<file path="src/rtl/fetch_seq_pkg.sv">
// fetch_seq_pkg -- shared definitions for the fetch sequencer.
//   fetch_state_e : sequencer FSM states
//   PC_INC        : sequential fetch stride in bytes
//   ALIGN_MASK    : clears pc[1:0]; slice/cast to XLEN at the point of use
//   CNT_W         : width of the performance counters
package fetch_seq_pkg;

    typedef enum logic [1:0] {
        S_IDLE   = 2'd0,
        S_RUN    = 2'd1,
        S_DRAIN  = 2'd2,
        S_HALTED = 2'd3
    } fetch_state_e;

    localparam int unsigned PC_INC     = 4;
    localparam logic [63:0] ALIGN_MASK = ~64'h3;
    localparam int unsigned CNT_W      = 32;

endpackage

</file>
<file path="src/rtl/fetch_sequencer_if.sv">
// fetch_sequencer_if -- control, memory and decoder-side signals of the
// fetch sequencer.
//   master : the sequencer (drives mem_addr, out_*, halted, counters)
//   slave  : the environment (drives run/halt/redirect, mem_rdata, out_ready)
interface fetch_sequencer_if
    import fetch_seq_pkg::*;
#(
    parameter int unsigned XLEN = 32
);
    logic             run;
    logic             halt_req;
    logic             redirect_valid;
    logic [XLEN-1:0]  redirect_pc;
    logic [XLEN-1:0]  mem_addr;
    logic [XLEN-1:0]  mem_rdata;
    logic             out_valid;
    logic             out_ready;
    logic [XLEN-1:0]  out_instr;
    logic [XLEN-1:0]  out_pc;
    logic             halted;
    logic [CNT_W-1:0] fetch_count;
    logic [CNT_W-1:0] stall_count;

    modport master (
        input  run, halt_req, redirect_valid, redirect_pc, mem_rdata, out_ready,
        output mem_addr, out_valid, out_instr, out_pc, halted, fetch_count, stall_count
    );

    modport slave (
        output run, halt_req, redirect_valid, redirect_pc, mem_rdata, out_ready,
        input  mem_addr, out_valid, out_instr, out_pc, halted, fetch_count, stall_count
    );
endinterface

</file>
<file path="src/rtl/fetch_seq_perf.sv">
// fetch_seq_perf -- wrapping performance counters for the fetch sequencer.
//   clk, rst_n  : clock, async active-low reset
//   fire        : instruction handed to the decoder this cycle
//   stall       : valid instruction held by the decoder this cycle
//   fetch_count : number of fire cycles (wraps)
//   stall_count : number of stall cycles (wraps)
// The module body is only elaborated when FETCH_SEQ_PERF_EN is defined, so
// the default build carries no dangling counter module.
`ifdef FETCH_SEQ_PERF_EN
module fetch_seq_perf
    import fetch_seq_pkg::*;
(
    input  logic             clk,
    input  logic             rst_n,
    input  logic             fire,
    input  logic             stall,
    output logic [CNT_W-1:0] fetch_count,
    output logic [CNT_W-1:0] stall_count
);
    always_ff @(posedge clk or negedge rst_n) begin
        if (!rst_n) begin
            fetch_count <= '0;
            stall_count <= '0;
        end else begin
            fetch_count <= fetch_count + {{(CNT_W-1){1'b0}}, fire};
            stall_count <= stall_count + {{(CNT_W-1){1'b0}}, stall};
        end
    end
endmodule
`endif

</file>
<file path="src/rtl/fetch_sequencer.sv">
// fetch_sequencer -- instruction fetch sequencer in front of a synchronous
// instruction memory (read data arrives the cycle after mem_addr).
//   clk, rst_n : clock, async active-low reset
//   bus        : fetch_sequencer_if.master
//     run / halt_req         start-resume / stop-and-drain requests
//     redirect_valid/_pc     branch redirect, wins over stall and halt
//     mem_addr / mem_rdata   memory address out, instruction word in
//     out_valid/ready/instr/pc  decoder handshake (out_instr = mem_rdata)
//     halted                 high in IDLE and HALTED
//     fetch_count/stall_count  performance counters
// Optional: define FETCH_SEQ_PERF_EN to build the counters; otherwise both
// counter outputs are tied to zero.
module fetch_sequencer
    import fetch_seq_pkg::*;
#(
    parameter int unsigned     XLEN     = 32,
    parameter logic [XLEN-1:0] RESET_PC = '0
) (
    input  logic              clk,
    input  logic              rst_n,
    fetch_sequencer_if.master bus
);
    localparam logic [XLEN-1:0] PC_MASK = XLEN'(ALIGN_MASK);
    localparam logic [XLEN-1:0] PC_STEP = XLEN'(PC_INC);

    fetch_state_e    state, state_nxt;
    logic [XLEN-1:0] pc, pc_nxt;
    logic [XLEN-1:0] inflight_pc, inflight_pc_nxt;
    logic            inflight_v, inflight_v_nxt;
    logic            stall;
    logic            issue;

    assign stall = inflight_v & ~bus.out_ready;

    always_ff @(posedge clk or negedge rst_n) begin
        if (!rst_n) begin
            state       <= S_IDLE;
            pc          <= RESET_PC & PC_MASK;
            inflight_v  <= 1'b0;
            inflight_pc <= '0;
        end else begin
            state       <= state_nxt;
            pc          <= pc_nxt;
            inflight_v  <= inflight_v_nxt;
            inflight_pc <= inflight_pc_nxt;
        end
    end

    always_comb begin
        state_nxt       = state;
        pc_nxt          = pc;
        inflight_v_nxt  = inflight_v;
        inflight_pc_nxt = inflight_pc;
        issue           = 1'b0;
        unique case (state)
            S_RUN: begin
                if (bus.redirect_valid) begin
                    pc_nxt         = bus.redirect_pc & PC_MASK;
                    inflight_v_nxt = 1'b0;
                end else if (stall) begin
                    if (bus.halt_req) state_nxt = S_DRAIN;
                end else begin
                    // A halt without stall still lets this cycle's fetch land,
                    // so the decoder sees one last instruction in HALTED.
                    issue = 1'b1;
                    if (bus.halt_req) state_nxt = S_HALTED;
                end
            end
            S_DRAIN: begin
                if (bus.redirect_valid) begin
                    pc_nxt         = bus.redirect_pc & PC_MASK;
                    inflight_v_nxt = 1'b0;
                    state_nxt      = S_RUN;
                end else if (!stall) begin
                    inflight_v_nxt = 1'b0;
                    state_nxt      = S_HALTED;
                end
            end
            S_IDLE, S_HALTED: begin
                if (!stall) inflight_v_nxt = 1'b0;
                if (!bus.halt_req && bus.run) state_nxt = S_RUN;
            end
        endcase
        if (issue) begin
            inflight_v_nxt  = 1'b1;
            inflight_pc_nxt = pc;
            pc_nxt          = pc + PC_STEP;
        end
    end

    // While a word is held (stall, or draining) the memory re-reads its
    // address so out_instr stays stable on the following cycle.
    assign bus.mem_addr  = (state == S_DRAIN || stall) ? inflight_pc : pc;
    assign bus.out_valid = inflight_v;
    assign bus.out_pc    = inflight_pc;
    assign bus.out_instr = bus.mem_rdata;
    assign bus.halted    = (state == S_IDLE) || (state == S_HALTED);

`ifdef FETCH_SEQ_PERF_EN
    fetch_seq_perf u_perf (
        .clk         (clk),
        .rst_n       (rst_n),
        .fire        (inflight_v & bus.out_ready),
        .stall       (stall),
        .fetch_count (bus.fetch_count),
        .stall_count (bus.stall_count)
    );
`else
    assign bus.fetch_count = '0;
    assign bus.stall_count = '0;
`endif

endmodule

</file>
<file path="src/flat_wrapper.sv">
// flat-port wrapper written by rule: the top's interface ports become plain ports
module fetch_sequencer_flat import fetch_seq_pkg::*;
#(
    parameter int unsigned     XLEN     = 32,
    parameter logic [XLEN-1:0] RESET_PC = '0
)
  (clk, rst_n, bus_run, bus_halt_req, bus_redirect_valid, bus_redirect_pc, bus_mem_rdata, bus_out_ready, bus_mem_addr, bus_out_valid, bus_out_instr, bus_out_pc, bus_halted, bus_fetch_count, bus_stall_count);
  fetch_sequencer_if #(.XLEN(XLEN)) bus_i ();
  input  logic clk;
  input  logic rst_n;
  input wire logic [$bits(bus_i.run)-1:0] bus_run;
  input wire logic [$bits(bus_i.halt_req)-1:0] bus_halt_req;
  input wire logic [$bits(bus_i.redirect_valid)-1:0] bus_redirect_valid;
  input wire logic [$bits(bus_i.redirect_pc)-1:0] bus_redirect_pc;
  input wire logic [$bits(bus_i.mem_rdata)-1:0] bus_mem_rdata;
  input wire logic [$bits(bus_i.out_ready)-1:0] bus_out_ready;
  output wire logic [$bits(bus_i.mem_addr)-1:0] bus_mem_addr;
  output wire logic [$bits(bus_i.out_valid)-1:0] bus_out_valid;
  output wire logic [$bits(bus_i.out_instr)-1:0] bus_out_instr;
  output wire logic [$bits(bus_i.out_pc)-1:0] bus_out_pc;
  output wire logic [$bits(bus_i.halted)-1:0] bus_halted;
  output wire logic [$bits(bus_i.fetch_count)-1:0] bus_fetch_count;
  output wire logic [$bits(bus_i.stall_count)-1:0] bus_stall_count;
  assign bus_i.run = bus_run;
  assign bus_i.halt_req = bus_halt_req;
  assign bus_i.redirect_valid = bus_redirect_valid;
  assign bus_i.redirect_pc = bus_redirect_pc;
  assign bus_i.mem_rdata = bus_mem_rdata;
  assign bus_i.out_ready = bus_out_ready;
  assign bus_mem_addr = bus_i.mem_addr;
  assign bus_out_valid = bus_i.out_valid;
  assign bus_out_instr = bus_i.out_instr;
  assign bus_out_pc = bus_i.out_pc;
  assign bus_halted = bus_i.halted;
  assign bus_fetch_count = bus_i.fetch_count;
  assign bus_stall_count = bus_i.stall_count;
  fetch_sequencer #(.XLEN(XLEN), .RESET_PC(RESET_PC)) u_core (.clk(clk), .rst_n(rst_n), .bus(bus_i));
endmodule
</file>
<file path="config.mk">
export PLATFORM = sky130hd
export DESIGN_NAME = fetch_sequencer_flat
export DESIGN_NICKNAME = d
export VERILOG_FILES = /design/src/rtl/fetch_seq_pkg.sv /design/src/rtl/fetch_sequencer_if.sv /design/src/rtl/fetch_seq_perf.sv /design/src/rtl/fetch_sequencer.sv /design/src/flat_wrapper.sv
export SDC_FILE = /design/constraint.sdc
export NUM_CORES = 1
export LEC_CHECK = 0
export ABC_AREA = 1
export BUFFER_PORTS_ARGS = -buffer_cell sky130_fd_sc_hd__buf_2
export CAP_MARGIN = 0
export CORE_ASPECT_RATIO = 1.2
export CORE_MARGIN = 5
export CORE_UTILIZATION = 47
export CTS_CLUSTER_SIZE = 40
export DETAILED_ROUTE_END_ITERATION = 7
export PLACE_DENSITY = 0.79
export SYNTH_ARGS = -nofsm -noshare
export SYNTH_HDL_FRONTEND = slang
export SYNTH_HIERARCHICAL = 1
export SYNTH_SLANG_ARGS = --single-unit
</file>
<file path="constraint.sdc">
create_clock -name clk -period 1.7 [get_ports clk]
set_input_delay 0.17 -clock clk [delete_from_list [all_inputs] [get_ports clk]]
set_output_delay 0.17 -clock clk [all_outputs]
set_load 0.02 [all_outputs]
</file>
==> results by group <==
STA
  – Max-slew violations: 0
  – Final period util: 107%
  – Final hold vios: 0
  – RSZ-0062 raised after global routing: yes
  – Fmax: 0.550 GHz
  – Period minus WS final: 1.82 ns
  – PnR worst setup slack: -0.118 ns
  – Skew final: 0.00408 ns
  – Setup violators final: 33
  – Fin Hold WS: 0.128 ns

Clocking
  – Root buf cell: clkbuf_16
  – Clock-pin slew on the worst setup and hold paths: 0.06 ns
  – Inserted Clock Buffers: 9
  – Skew-Pair Late Insertion Delay: 0.33 ns
  – Clk sinks: 63
  – CTS tree: done
  – Depth of the CTS H-tree: 3
  – Clk buf depth: 2

Die
  – Initial Util: 47.7%
  – FP Rows: 40
  – Die ar.: 12200 um2
  – Die Width: 102 um
  – Core area: 9910 um2
  – Chip height: 120 um
  – Ports: 232

Setup path
  – Worst setup path class: flop to primary output
  – CP max stage cell: dfrtp_1
  – Worst setup SP type: flop
  – Worst-path cell chain: ha_4 > inv_4 > nand2_8 > buf_16 > o21ai_1 > buf_4
  – Critical Path RT: 1.53 ns
  – Crit path DAT: 1.65 ns
  – Slowest cell delay on critical path: 0.42 ns
  – Crit path capture type: primary output
  – Critical path peak fanout: 15

Detailed routing
  – Routed Antenna Nets: 0
  – Initial DRC Count: 552
  – Vias: 4771
  – WL/cell: 15.5 um
  – Via/cell ratio: 5.12
  – Routed Wire Length: 14400 um
  – Number of remaining DRC errors: 0
  – Drt pass-1 iters: 6

Synthesis
  – Syn avg cell area: 6.62 um2
  – YS warnings: 6
  – Yosys reg bits: 63
  – Post-Syn Instances: 714
  – Syn Std Cell Area: 4730 um2
  – Seq/Total Area, Yosys: 33.4%
  – Netlist cell types: 24

Min path
  – Worst hold path type: input port to flop

Final layout
  – ANT cells: 0
  – Share of layout cells above drive strength 1: 27.2%
  – Filler instances: 892
  – Multi-input gate area: 2430 um2
  – Reg area: 1580 um2
  – Layout area overhead: 27.8%
  – Final #Nets: 873
  – Finished Core Util: 61.0%

Run status
  – Outcome: finished with violations
  – Failing checks: setup timing

Placed design
  – GPL Wtd Cong: 0.955
  – Port Buf Inserts: 97
  – Detailed Place HPWL: 8380 um

Global routing
  – First-pass GRT wire length: 18700 um
  – Remaining Overflow, GRT: 0
  – Vias in the first global route: 3940
  – Largest net degree at the start of global routing: 71
  – Initial antenna violation count: 0
  – Total GRT Usage: 19.3%

Power
  – PD cells: 2280 nW/um2
  – IR drop worst, VDD: 1.13 mV
  – Leakage: 3.14 nW

Run
  – Max-Cap Viols: 0
[Yosys cell counts]
cell type	n	share of area, %
nand2_1	186	15
buf_4	101	16
nor2_1	88	7.0
inv_1	84	6.7
o21ai_0	80	8.5
dfrtp_1	63	33
nand3_1	27	2.9
a21oi_1	20	2.1
buf_2	12	1.3
nor2_2	10	1.3
o21ai_1	9	0.95
clkbuf_1	8	0.64
buf_6	4	0.95
o22ai_1	4	0.53
ha_1	3	0.79
nand2_2	3	0.40
o211ai_1	3	0.48
inv_2	2	0.16
nand4_1	2	0.26
buf_1	1	0.079
conb_1	1	0.079
nand3_4	1	0.37
nor2_4	1	0.24
xor2_1	1	0.19
[cell families after synthesis]
logic type | share of synthesized area, %
AO/OA/AOI/OAI | 12.5
XOR/XNOR | 0.185
adder cells (fa/ha/maj) | 0.794
buffers and inverters | 25.8
flip-flops | 33.4
other | 0.0794
AND/OR/NAND/NOR | 27.2
[cell type report]
cell class | count | area share [%]
clock buffer | 11 | 4.18
clock inverter | 5 | 0.932
inverter | 86 | 5.47
multi-input combinational | 506 | 40.3
sequential | 63 | 26.1
tap | 126 | 2.61
timing repair buffer | 134 | 20.4
[report_power, final]
group | leakage (nW) | total, W | internal [W] | switching [W]
logic | 2.23 | 0.00883 | 0.00364 | 0.00519
registers | 0.760 | 0.00306 | 0.00226 | 0.000794
clock network | 0.152 | 0.00189 | 0.00121 | 0.000677
total | 3.14 | 0.0138 | 0.00712 | 0.00666
[routing by layer]
| metal | share of wire [%] | track usage [%] |
|---|---|---|
| met1 | 36 | 23.7 |
| met2 | 50 | 32.4 |
| met3 | 9.3 | 3.60 |
| met4 | 4.8 | 8.23 |
| met5 | 0 | 0 |
[sequential cells by signal, indices dropped and copies added (netlist names)]
signal	flops
u_core/bus.out_pc	30
u_core/bus.out_valid	1
u_core/pc	30
u_core/state	2
[what timing repair did]
item / in CTS / in global routing
endpoints found under the hold margin: 63 / 0
hold buffers: 1 / 0
endpoints found under the setup margin: 30 / 59
gates resized for setup: 57 / 94
buffers inserted: 2 / 9
pin swaps: 0 / 16
gates cloned: 3 / 12
[worst max-delay path: cells and delay by family, from the launching register on]
family / cells / cell delay, ns
AO/OA/AOI/OAI: 1 / 0.16
adder cells (fa/ha/maj): 1 / 0.19
buffers and inverters: 3 / 0.44
flip-flops: 1 / 0.42
AND/OR/NAND/NOR: 1 / 0.10
[per-stage QoR]
step	setup TNS, ns	std cells	power (W)	worst slack [ns]	instance area, um2
3_3_place_gp	0	889	0.00907	0.108	4880
5_1_grt	-4.59	931	0.0146	-0.150	6040
2_1_floorplan	0	781	0.00746	0.0937	4980
6_report	-2.04	931	0.0138	-0.118	6040
4_1_cts	-2.93	911	0.0120	-0.140	5420
3_5_place_dp	0	889	0.00918	0.0568	4880
[layout by cell type (no fill, tap or decap), types with 2 or more instances in the layout]
| cell type | count |
|---|---|
| buf_6 | 9 |
| buf_16 | 3 |
| o21ai_0 | 48 |
| a21oi_1 | 9 |
| buf_2 | 67 |
| dfrtp_1 | 62 |
| o21ai_2 | 12 |
| nand3_1 | 26 |
| nor2_4 | 8 |
| buf_12 | 10 |
| nor2_1 | 74 |
| clkbuf_8 | 2 |
| o211ai_1 | 3 |
| o22ai_1 | 4 |
| nand2_8 | 2 |
| nand4_1 | 2 |
| a21oi_2 | 11 |
| buf_8 | 2 |
| nand2_1 | 179 |
| buf_4 | 33 |
| conb_1 | 68 |
| clkinv_2 | 2 |
| nor2_2 | 17 |
| nand2_2 | 6 |
| inv_2 | 4 |
| nand2_4 | 2 |
| ha_4 | 2 |
| inv_1 | 80 |
| clkbuf_16 | 18 |
| o21ai_1 | 28 |
[final timing paths]
check | startpoint | end | slack (ns) | cells past startpoint
worst max-delay path | u_core/state[1] | bus_mem_addr[30] | -0.12 | 6
max in group asynchronous | rst_n | u_core/pc[8] | 1.01 | 3
worst max register to register | u_core/state[0] | u_core/pc[19] | -0.05 | 11
worst min-delay path | bus_redirect_pc[2] | u_core/pc[2] | 0.13 | 3
min in group asynchronous | rst_n | u_core/state[0] | 0.38 | 3
worst min register to register | u_core/bus.out_pc[2] | u_core/bus.out_pc[2] | 0.51 | 2
Power figures use the tool's default switching activity.
